<file path="src/rtl/alu_sequencer_pkg.sv">
// Shared types, operation codes and shift-type codes for the ALU command sequencer.
package alu_sequencer_pkg;

  localparam int unsigned OP_BITS = 4;

  localparam logic [OP_BITS-1:0] OP_ADD = 4'd0;
  localparam logic [OP_BITS-1:0] OP_SUB = 4'd1;
  localparam logic [OP_BITS-1:0] OP_AND = 4'd2;
  localparam logic [OP_BITS-1:0] OP_OR  = 4'd3;
  localparam logic [OP_BITS-1:0] OP_XOR = 4'd4;
  localparam logic [OP_BITS-1:0] OP_MOV = 4'd5;

  localparam logic [1:0] SHIFT_ROR = 2'd0;
  localparam logic [1:0] SHIFT_SHR = 2'd1;
  localparam logic [1:0] SHIFT_SAR = 2'd2;

  typedef enum logic [1:0] {StIdle, StExec, StShift, StNop} state_e;

  // ALU cycles needed for one full pass over a single register or a register pair.
  function automatic int unsigned pass_beats(input logic pair, input int unsigned reg_bits,
                                             input int unsigned nshift);
    return (pair ? 2 : 1) * reg_bits / nshift;
  endfunction

endpackage

</file>
<file path="src/rtl/alu_seq_cmd_reg.sv">
// Latched command register; ALU_SEQ_SKID_EN adds a one-entry holding register so a
// command can be accepted while busy and started back-to-back.
module alu_seq_cmd_reg #(
  parameter int unsigned WIDTH      = 16,
  parameter int unsigned COUNT_BITS = 4
) (
  input  logic                  clk,
  input  logic                  reset,
  input  logic                  cmd_valid,
  output logic                  cmd_ready,
  input  logic [WIDTH-1:0]      cmd_in,
  input  logic                  idle,
  input  logic                  done,
  output logic                  start,
  output logic [WIDTH-1:0]      cur,
  output logic                  next_shift,
  output logic [COUNT_BITS-1:0] next_count
);

  logic             accept;
  logic             skid_full;
  logic [WIDTH-1:0] next_cmd;
  logic [WIDTH-1:0] cur_q;

  assign accept = cmd_valid && cmd_ready;
  // A command starts when the sequencer is free (or freeing this cycle) and one is available.
  assign start  = (idle || done) && (accept || skid_full);

`ifdef ALU_SEQ_SKID_EN
  logic             full_q;
  logic [WIDTH-1:0] skid_q;

  assign skid_full = full_q;
  assign cmd_ready = !full_q;
  assign next_cmd  = full_q ? skid_q : cmd_in;

  always_ff @(posedge clk or posedge reset) begin
    if (reset) begin
      full_q <= 1'b0;
      skid_q <= '0;
    end else if (start) begin
      full_q <= 1'b0;
    end else if (accept) begin
      full_q <= 1'b1;
      skid_q <= cmd_in;
    end
  end
`else
  assign skid_full = 1'b0;
  assign cmd_ready = idle;
  assign next_cmd  = cmd_in;
`endif

  always_ff @(posedge clk or posedge reset) begin
    if (reset) begin
      cur_q <= '0;
    end else if (start) begin
      cur_q <= next_cmd;
    end
  end

  assign cur        = cur_q;
  assign next_shift = next_cmd[WIDTH-1];
  assign next_count = next_cmd[WIDTH-2 -: COUNT_BITS];

endmodule

</file>
<file path="src/rtl/alu_sequencer.sv">
// Command-level controller driving the bit-serial ALU's op_valid/op_done protocol.
// Optional back-to-back command holding register enabled by ALU_SEQ_SKID_EN.
module alu_sequencer
  import alu_sequencer_pkg::*;
#(
  parameter int unsigned LOG2_NR    = 3,
  parameter int unsigned REG_BITS   = 8,
  parameter int unsigned NSHIFT     = 2,
  parameter int unsigned OP_BITS    = alu_sequencer_pkg::OP_BITS,
  parameter int unsigned COUNT_BITS = 4
) (
  input  logic                  clk,
  input  logic                  reset,
  input  logic                  cmd_valid,
  output logic                  cmd_ready,
  input  logic                  cmd_shift,
  input  logic [OP_BITS-1:0]    cmd_op,
  input  logic [1:0]            cmd_shift_type,
  input  logic [LOG2_NR-1:0]    cmd_reg1,
  input  logic [LOG2_NR-1:0]    cmd_reg2,
  input  logic                  cmd_pair,
  input  logic [COUNT_BITS-1:0] cmd_count,
  input  logic                  cmd_flags,
  output logic                  alu_op_valid,
  input  logic                  alu_op_done,
  output logic [OP_BITS-1:0]    alu_operation,
  output logic [LOG2_NR-1:0]    alu_reg1,
  output logic [LOG2_NR-1:0]    alu_reg2,
  output logic                  alu_pair_op,
  output logic                  alu_update_reg1,
  output logic                  alu_rotate,
  output logic                  alu_do_ror1,
  output logic                  alu_last_ror1,
  output logic                  alu_do_shr,
  output logic                  alu_do_sar,
  output logic                  alu_update_carry_flags,
  output logic                  alu_update_other_flags,
  output logic                  done,
  output logic                  busy
);

  localparam int unsigned MAX_BEATS = 2 * REG_BITS / NSHIFT;
  localparam int unsigned BEAT_W    = (MAX_BEATS > 1) ? $clog2(MAX_BEATS) : 1;
  localparam int unsigned CMD_W     = 1 + COUNT_BITS + OP_BITS + 2 + 2 * LOG2_NR + 2;

  state_e                state_q;
  logic [COUNT_BITS-1:0] pass_q;
  logic [BEAT_W-1:0]     beat_q;

  logic                  start;
  logic                  idle;
  logic                  next_shift;
  logic [COUNT_BITS-1:0] next_count;
  logic [CMD_W-1:0]      cur;

  logic                  cur_shift;
  logic [COUNT_BITS-1:0] cur_count;
  logic [OP_BITS-1:0]    cur_op;
  logic [1:0]            cur_type;
  logic [LOG2_NR-1:0]    cur_reg1;
  logic [LOG2_NR-1:0]    cur_reg2;
  logic                  cur_pair;
  logic                  cur_flags;

  logic                  final_pass;
  logic [BEAT_W-1:0]     last_idx;

  assign idle = (state_q == StIdle);
  assign busy = !idle;

  // Shift flag and count sit at the top so the command register can decode the next state.
  alu_seq_cmd_reg #(
    .WIDTH      (CMD_W),
    .COUNT_BITS (COUNT_BITS)
  ) u_cmd_reg (
    .clk        (clk),
    .reset      (reset),
    .cmd_valid  (cmd_valid),
    .cmd_ready  (cmd_ready),
    .cmd_in     ({cmd_shift, cmd_count, cmd_op, cmd_shift_type, cmd_reg1, cmd_reg2,
                  cmd_pair, cmd_flags}),
    .idle       (idle),
    .done       (done),
    .start      (start),
    .cur        (cur),
    .next_shift (next_shift),
    .next_count (next_count)
  );

  assign {cur_shift, cur_count, cur_op, cur_type, cur_reg1, cur_reg2, cur_pair, cur_flags} = cur;

  assign final_pass = (pass_q == cur_count - COUNT_BITS'(1));
  assign last_idx   = BEAT_W'(pass_beats(cur_pair, REG_BITS, NSHIFT) - 1);

  // pass_q counts completed ror1 passes; beat_q tracks the ALU cycle within the current pass.
  always_ff @(posedge clk or posedge reset) begin
    if (reset) begin
      state_q <= StIdle;
      pass_q  <= '0;
      beat_q  <= '0;
    end else if (start) begin
      state_q <= !next_shift ? StExec : ((next_count != '0) ? StShift : StNop);
      pass_q  <= '0;
      beat_q  <= '0;
    end else if (done) begin
      state_q <= StIdle;
      pass_q  <= '0;
      beat_q  <= '0;
    end else if (state_q == StShift) begin
      if (alu_op_done) begin
        pass_q <= pass_q + COUNT_BITS'(1);
        beat_q <= '0;
      end else begin
        beat_q <= beat_q + BEAT_W'(1);
      end
    end
  end

  always_comb begin
    alu_op_valid           = 1'b0;
    alu_operation          = '0;
    alu_reg1               = '0;
    alu_reg2               = '0;
    alu_pair_op            = 1'b0;
    alu_update_reg1        = 1'b0;
    alu_rotate             = 1'b0;
    alu_do_ror1            = 1'b0;
    alu_last_ror1          = 1'b0;
    alu_do_shr             = 1'b0;
    alu_do_sar             = 1'b0;
    alu_update_carry_flags = 1'b0;
    alu_update_other_flags = 1'b0;
    done                   = 1'b0;
    unique case (state_q)
      StExec: begin
        alu_op_valid           = 1'b1;
        alu_operation          = cur_op;
        alu_reg1               = cur_reg1;
        alu_reg2               = cur_reg2;
        alu_pair_op            = cur_pair;
        alu_update_reg1        = 1'b1;
        alu_update_carry_flags = cur_flags;
        alu_update_other_flags = cur_flags;
        done                   = alu_op_done;
      end
      StShift: begin
        if (cur_shift) begin
          alu_op_valid           = 1'b1;
          alu_reg1               = cur_reg1;
          alu_reg2               = cur_reg1;
          alu_pair_op            = cur_pair;
          alu_rotate             = 1'b1;
          alu_do_ror1            = 1'b1;
          alu_last_ror1          = (beat_q == last_idx);
          alu_do_shr             = (cur_type == SHIFT_SHR);
          alu_do_sar             = (cur_type == SHIFT_SAR);
          alu_update_carry_flags = cur_flags && final_pass;
          alu_update_other_flags = cur_flags && final_pass;
          done                   = alu_op_done && final_pass;
        end
      end
      StNop: begin
        done = 1'b1;
      end
      default: begin
      end
    endcase
  end

endmodule

</file>
<file path="config.mk">
export PLATFORM = sky130hd
export DESIGN_NAME = alu_sequencer
export DESIGN_NICKNAME = d
export VERILOG_FILES = /design/src/rtl/alu_sequencer_pkg.sv /design/src/rtl/alu_seq_cmd_reg.sv /design/src/rtl/alu_sequencer.sv
export SDC_FILE = /design/constraint.sdc
export NUM_CORES = 1
export LEC_CHECK = 0
export CAP_MARGIN = 20
export CORE_ASPECT_RATIO = 1.75
export CORE_MARGIN = 2
export CORE_UTILIZATION = 50
export DETAILED_ROUTE_END_ITERATION = 16
export PLACE_DENSITY = 0.88
export SLEW_MARGIN = 30
export SYNTH_ARGS = -nofsm -noshare
export SYNTH_HDL_FRONTEND = slang
export SYNTH_SLANG_ARGS = --single-unit
</file>
<file path="constraint.sdc">
create_clock -name clk -period 4.3 [get_ports clk]
set_input_delay 0.86 -clock clk [delete_from_list [all_inputs] [get_ports clk]]
set_output_delay 0.86 -clock clk [all_outputs]
set_load 0.05 [all_outputs]
</file>
# Word-level counts from Yosys, hierarchy flattened
# Index checks and enable logic that the tools add are counted.
dict set report word_totals {
  in_bits 23
  output_inout_bits 23
  reg_bits 28
  word_cells 60
}
dict set report classes {
  muxes 33
  eq_ne 7
  reduce_logical 12
  addsub 4
}
# operator count
set ops {}
lappend ops {{2-to-1 mux 4 bit} 5}
lappend ops {{2-to-1 mux 3 bit} 5}
lappend ops {{2-to-1 mux 1 bit} 14}
lappend ops {{one-hot mux 3 bit (2 select lines)} 2}
lappend ops {{== test 2 bit, second input constant} 3}
lappend ops {{2-to-1 mux 2 bit} 3}
lappend ops {{one-hot mux 1 bit (2 select lines)} 3}
lappend ops {{nonzero test 3 bit} 2}
lappend ops {{adder 4 x 1 -> 4 bit, second input constant} 1}
lappend ops {{== test 2 x 1 -> 1 bit, second input constant} 2}
lappend ops {{== test 4 bit} 1}
lappend ops {{logical AND 1 bit} 4}
lappend ops {{nonzero test 4 bit} 1}
lappend ops {{subtractor 4 x 1 -> 4 bit, second input constant} 1}
lappend ops {{adder 3 x 1 -> 3 bit, second input constant} 1}
lappend ops {{== test 3 bit} 1}
lappend ops {{one-hot mux 1 bit (3 select lines)} 1}
lappend ops {{subtractor 3 x 1 -> 3 bit, second input constant} 1}
lappend ops {{logical NOT 2 bit} 1}
lappend ops {{AND reduction 2 bit} 1}
lappend ops {{nonzero test 2 bit} 1}
lappend ops {{logical NOT 1 bit} 1}
lappend ops {{logical OR 1 bit} 1}

# Logic depth before layout (Yosys ltp)
dict set report logic_depth {
  ltp_word 9
  ltp_mapped 8
  depth_no_buf 7
}

# Cells and area by module
# Synthesis repeated with hierarchy kept, for this count alone.
dict set report hier_totals {
  hier_cells 149
  area_unflattened_um2 1671.6
}
# module area_each_um2 seq_area_each_um2 cells_each n_inst
set modules_own_cells {}
lappend modules_own_cells {alu_seq_cmd_reg 842.1 475.5 49 1}
lappend modules_own_cells {alu_sequencer 829.5 225.2 100 1}

# Worst setup path before layout
# Ideal clock, no wire load.
dict set report synth_timing {
  kind {reg2out}
  start {register state_q[1]}
  end {output alu_pair_op}
  path_slack_ns 1.207
  t_arrival_ns 2.233
  path_buffers 1
  t_required_ns 3.440
  stages_incl_launch_ff 6
  cell_sequence {dfrtp_1 inv_1 ha_1 clkbuf_1 o21a_1 and2_1}
}
dict set report synth_between {
  elab_chain_len 2
}
# item line
set synth_rtl {}
lappend synth_rtl {{from (decl)} alu_sequencer.sv:46} ;# state_e state_q;
lappend synth_rtl {{from (signal assigned)} alu_sequencer.sv:98} ;# state_q <= StIdle;
lappend synth_rtl {{from (signal assigned)} alu_sequencer.sv:102} ;# state_q <= !next_shift ? StExec : ((next_count != '0) ? StShift : StNop);
lappend synth_rtl {{from (signal assigned)} alu_sequencer.sv:106} ;# state_q <= StIdle;
lappend synth_rtl {{== test 2 bit or == test 2 x 1 -> 1 bit (tied branches)} alu_sequencer.sv:134} ;# unique case (state_q)
lappend synth_rtl {{one-hot mux 1 bit (2 select lines) *} alu_sequencer.sv:134}
lappend synth_rtl {{to (decl)} alu_sequencer.sv:29} ;# output logic alu_pair_op,
# Mark *: on every way between the ends. The rest lies on a longest branch, timed or not.

# Worst setup path in the final report
dict set report layout_timing {
  start {input alu_op_done}
  end {output done}
}
dict set report layout_between {
  elab_chain_len 3
}
# item line
set layout_rtl {}
lappend layout_rtl {{from (decl)} alu_sequencer.sv:25} ;# input logic alu_op_done,
lappend layout_rtl {{logical AND 1 bit} alu_sequencer.sv:159} ;# done = alu_op_done && final_pass;
lappend layout_rtl {{2-to-1 mux 1 bit} alu_sequencer.sv:147} ;# if (cur_shift) begin
lappend layout_rtl {{one-hot mux 1 bit (3 select lines) *} alu_sequencer.sv:134}
lappend layout_rtl {{to (decl)} alu_sequencer.sv:38} ;# output logic done,
# Marked as above.

==> results.cfg <==
[cells_and_area]
final_layout_size_suffix_gt1_share_pct = 16.2
finalNonFillerCells = 207
antenna_cells = 0
nets = 210
syn2layout_area_growth_pct = 32.9

[routing]
antenna_left = 0
wirelength_um = 3350
drc = 0
vias = 1177
drt_iter0_markers = 33
avgViaCountPerCell = 5.69
routedWlPerCell_um = 16.2
firstDrtPassIters = 5

[setup_path]
rrSetupSlack_ns = 2.34
r2r-end = u_cmd_reg.cur[2]
start_kind = primary input
end_kind = output pin
endpoint = done
r2r-start = state_q[0]
cp.arrival_ns = 2.93
cp_max_fo = 8
critical_path_class = primary input to output pin
r2r_cells = 4
startpoint = alu_op_done
cp.required_ns = 3.44

[floorplan]
std_cell_rows = 26
ioPinCount = 46
coreArea_mm2 = 0.00293
die_x_um = 45.9
start_util_pct = 52.4
fp.dieH_um = 77.2
dieArea_mm2 = 0.00354

[cts]
cts.htree.levels = 1
postCtsResizedCells = 0
cts_buffers = 3
clk_pin_slew_ns = 0.09
cts_tree = yes
postCtsHoldBufs = 0
insertion_delay_ns = 0.27
cts_root_buf = clkbuf_8
post_cts_buffers = 0
cts_buffer_depth = 2
numClockSinks = 28

[logic_synthesis]
seq_area_frac_synth_pct = 45.7
synthCells = 137
synth_area_mm2 = 0.00153
syn-num-nets = 167
yosys_warnings = 0
synth_cell_types = 35
synth-seq-cells = 28
avgSynthCellArea_um2 = 11.2

[grt]
grt_max_degree = 29
antenna_found_initial = 0
track_usage_pct = 20.9
grt_overflow = 0
grt_pass1_vias = 1305
grt_pass1_wl_um = 5510

[hold_path]
holdCritStartpoint = u_cmd_reg.cur[18]
worstHoldPathType = flip-flop to flip-flop

[sta]
tightest_slew_ns = 0.827
finalCritPeriodShare_pct = 88.1
slew_headroom_pct = 44.7
fin_crit_ns = 3.79
timing.setup.tns_ns = 0
hold_viol_final = 0
drv_slew = 0
rsz0062_at_grt = no
skew_ns = 0.00366
max_clock_freq_ghz = 0.264
setup_viol = 0

[placement]
placedCellCount = 203
io_buffers = 45
hpwl_um = 2590
globalplace.congestion = 0.860

[power]
leakage_nw = 0.878
power_density_mw_per_mm2 = 718
peakVddDrop_uv = 386

[run_status]
status = complete, no violations

[run]
drv_cap = 0
-- worst min-delay path by stage --
stage	end	slack, ns	depth (start not counted)
finish	u_cmd_reg.cur[18]	0.50	2
global route	u_cmd_reg.cur[10]	0.53	1
CTS	u_cmd_reg.cur[10]	0.51	1
detailed placement	u_cmd_reg.cur[10]	0.49	1
global placement	u_cmd_reg.cur[10]	0.48	1
floorplan	u_cmd_reg.cur[18]	0.47	2
-- per-layer routing --
metal | part of all wire [%] | global-route usage (%)
met5 | 0 | 0
met4 | 1.6 | 8.00
met3 | 3.0 | 1.65
met2 | 60 | 40.1
met1 | 35 | 20.9
-- critical path: stages --
cell,delay (ns)
clkdlybuf4s50_1,0.63
nand2_1,0.18
o31ai_2,0.29
and2_1,0.17
clkdlybuf4s50_1,0.79
-- flip-flops by register name (all words and copies together) (netlist names) --
signal         cells
beat_q             3
pass_q             4
state_q            2
u_cmd_reg.cur     19
-- cell families after synthesis --
group / synth area share (%)
compound gates: 10.4
xor+xnor: 6.04
fa+ha+maj: 5.71
buf+inv: 4.33
flops: 45.7
mux: 13.9
simple gates: 14.0
-- power breakdown --
part | switching (mW) | leakage [nW] | internal, mW | total (mW)
clock network | 0.0776 | 0.0288 | 0.0819 | 0.159
logic | 0.504 | 0.503 | 0.344 | 0.848
registers | 0.0830 | 0.346 | 0.373 | 0.456
total | 0.665 | 0.878 | 0.799 | 1.46
-- layout make-up --
class	count	area [µm²]
Clock buffer	4	55.1
Fill cell	224	891
Inverter	8	30.0
Multi-Input combinational cell	94	766
Sequential cell	28	701
Tap cell	28	35.0
Timing Repair Buffer	45	450
-- synth_stat cells --
library cell  count  share of area, %
o21a_1            1              0.49
buf_4             2              0.98
nor3b_1           3               1.5
nand3_2           1              0.65
inv_1             7               1.7
a21oi_1          11               3.6
nand2_1           8               2.0
o41ai_1           1              0.57
clkbuf_1          2              0.49
nor4b_1           1              0.57
nor3_2            1              0.65
nor2b_1           3               1.2
o21ai_0           1              0.33
nand2_2           1              0.41
nor3_1            1              0.33
and2_1           10               4.1
nand2b_1          1              0.41
o211a_1           1              0.65
o31ai_2           1              0.82
nor2_1            2              0.49
o31ai_4           1               1.4
mux2_2           18                13
nand3_1           4               1.3
xor2_1            4               2.3
and3_1            1              0.41
mux2i_1           1              0.65
xnor2_1           4               2.3
o221ai_1          1              0.57
inv_2             1              0.24
buf_2             2              0.65
xnor3_1           1               1.5
a22oi_1           4               2.0
dfrtp_1          28                46
buf_1             1              0.24
ha_1              7               5.7
-- through the flow --
| stage | util (%) | cell area (µm²) | hold WS [ns] | setup WS [ns] | power, mW |
|---|---|---|---|---|---|
| after detailed placement | 67.7 | 1980 | 0.489 | 0.527 | 1.31 |
| after global routing | 69.6 | 2040 | 0.534 | 0.418 | 1.55 |
| after global placement | 67.7 | 1980 | 0.481 | 0.556 | 1.28 |
| final | 69.6 | 2040 | 0.505 | 0.511 | 1.46 |
| after CTS | 69.6 | 2040 | 0.511 | 0.515 | 1.47 |
| after floorplan | - | 1530 | 0.467 | 1.21 | 1.08 |
-- cell usage in the layout (no fill, tap or decap), types with 2 or more instances in the layout --
cell type	netlist	layout
xor2_1	4	4
clkbuf_8	0	4
clkdlybuf4s50_1	0	45
ha_1	7	7
nor2_1	2	2
inv_2	1	2
nor2b_1	3	3
inv_1	7	6
and2_1	10	10
nand2_1	8	8
xnor2_1	4	4
a21oi_1	11	11
a22oi_1	4	4
dfrtp_1	28	28
nand3_1	4	4
nor3b_1	3	3
mux2_2	18	18
Power figures use the tool's default switching activity.
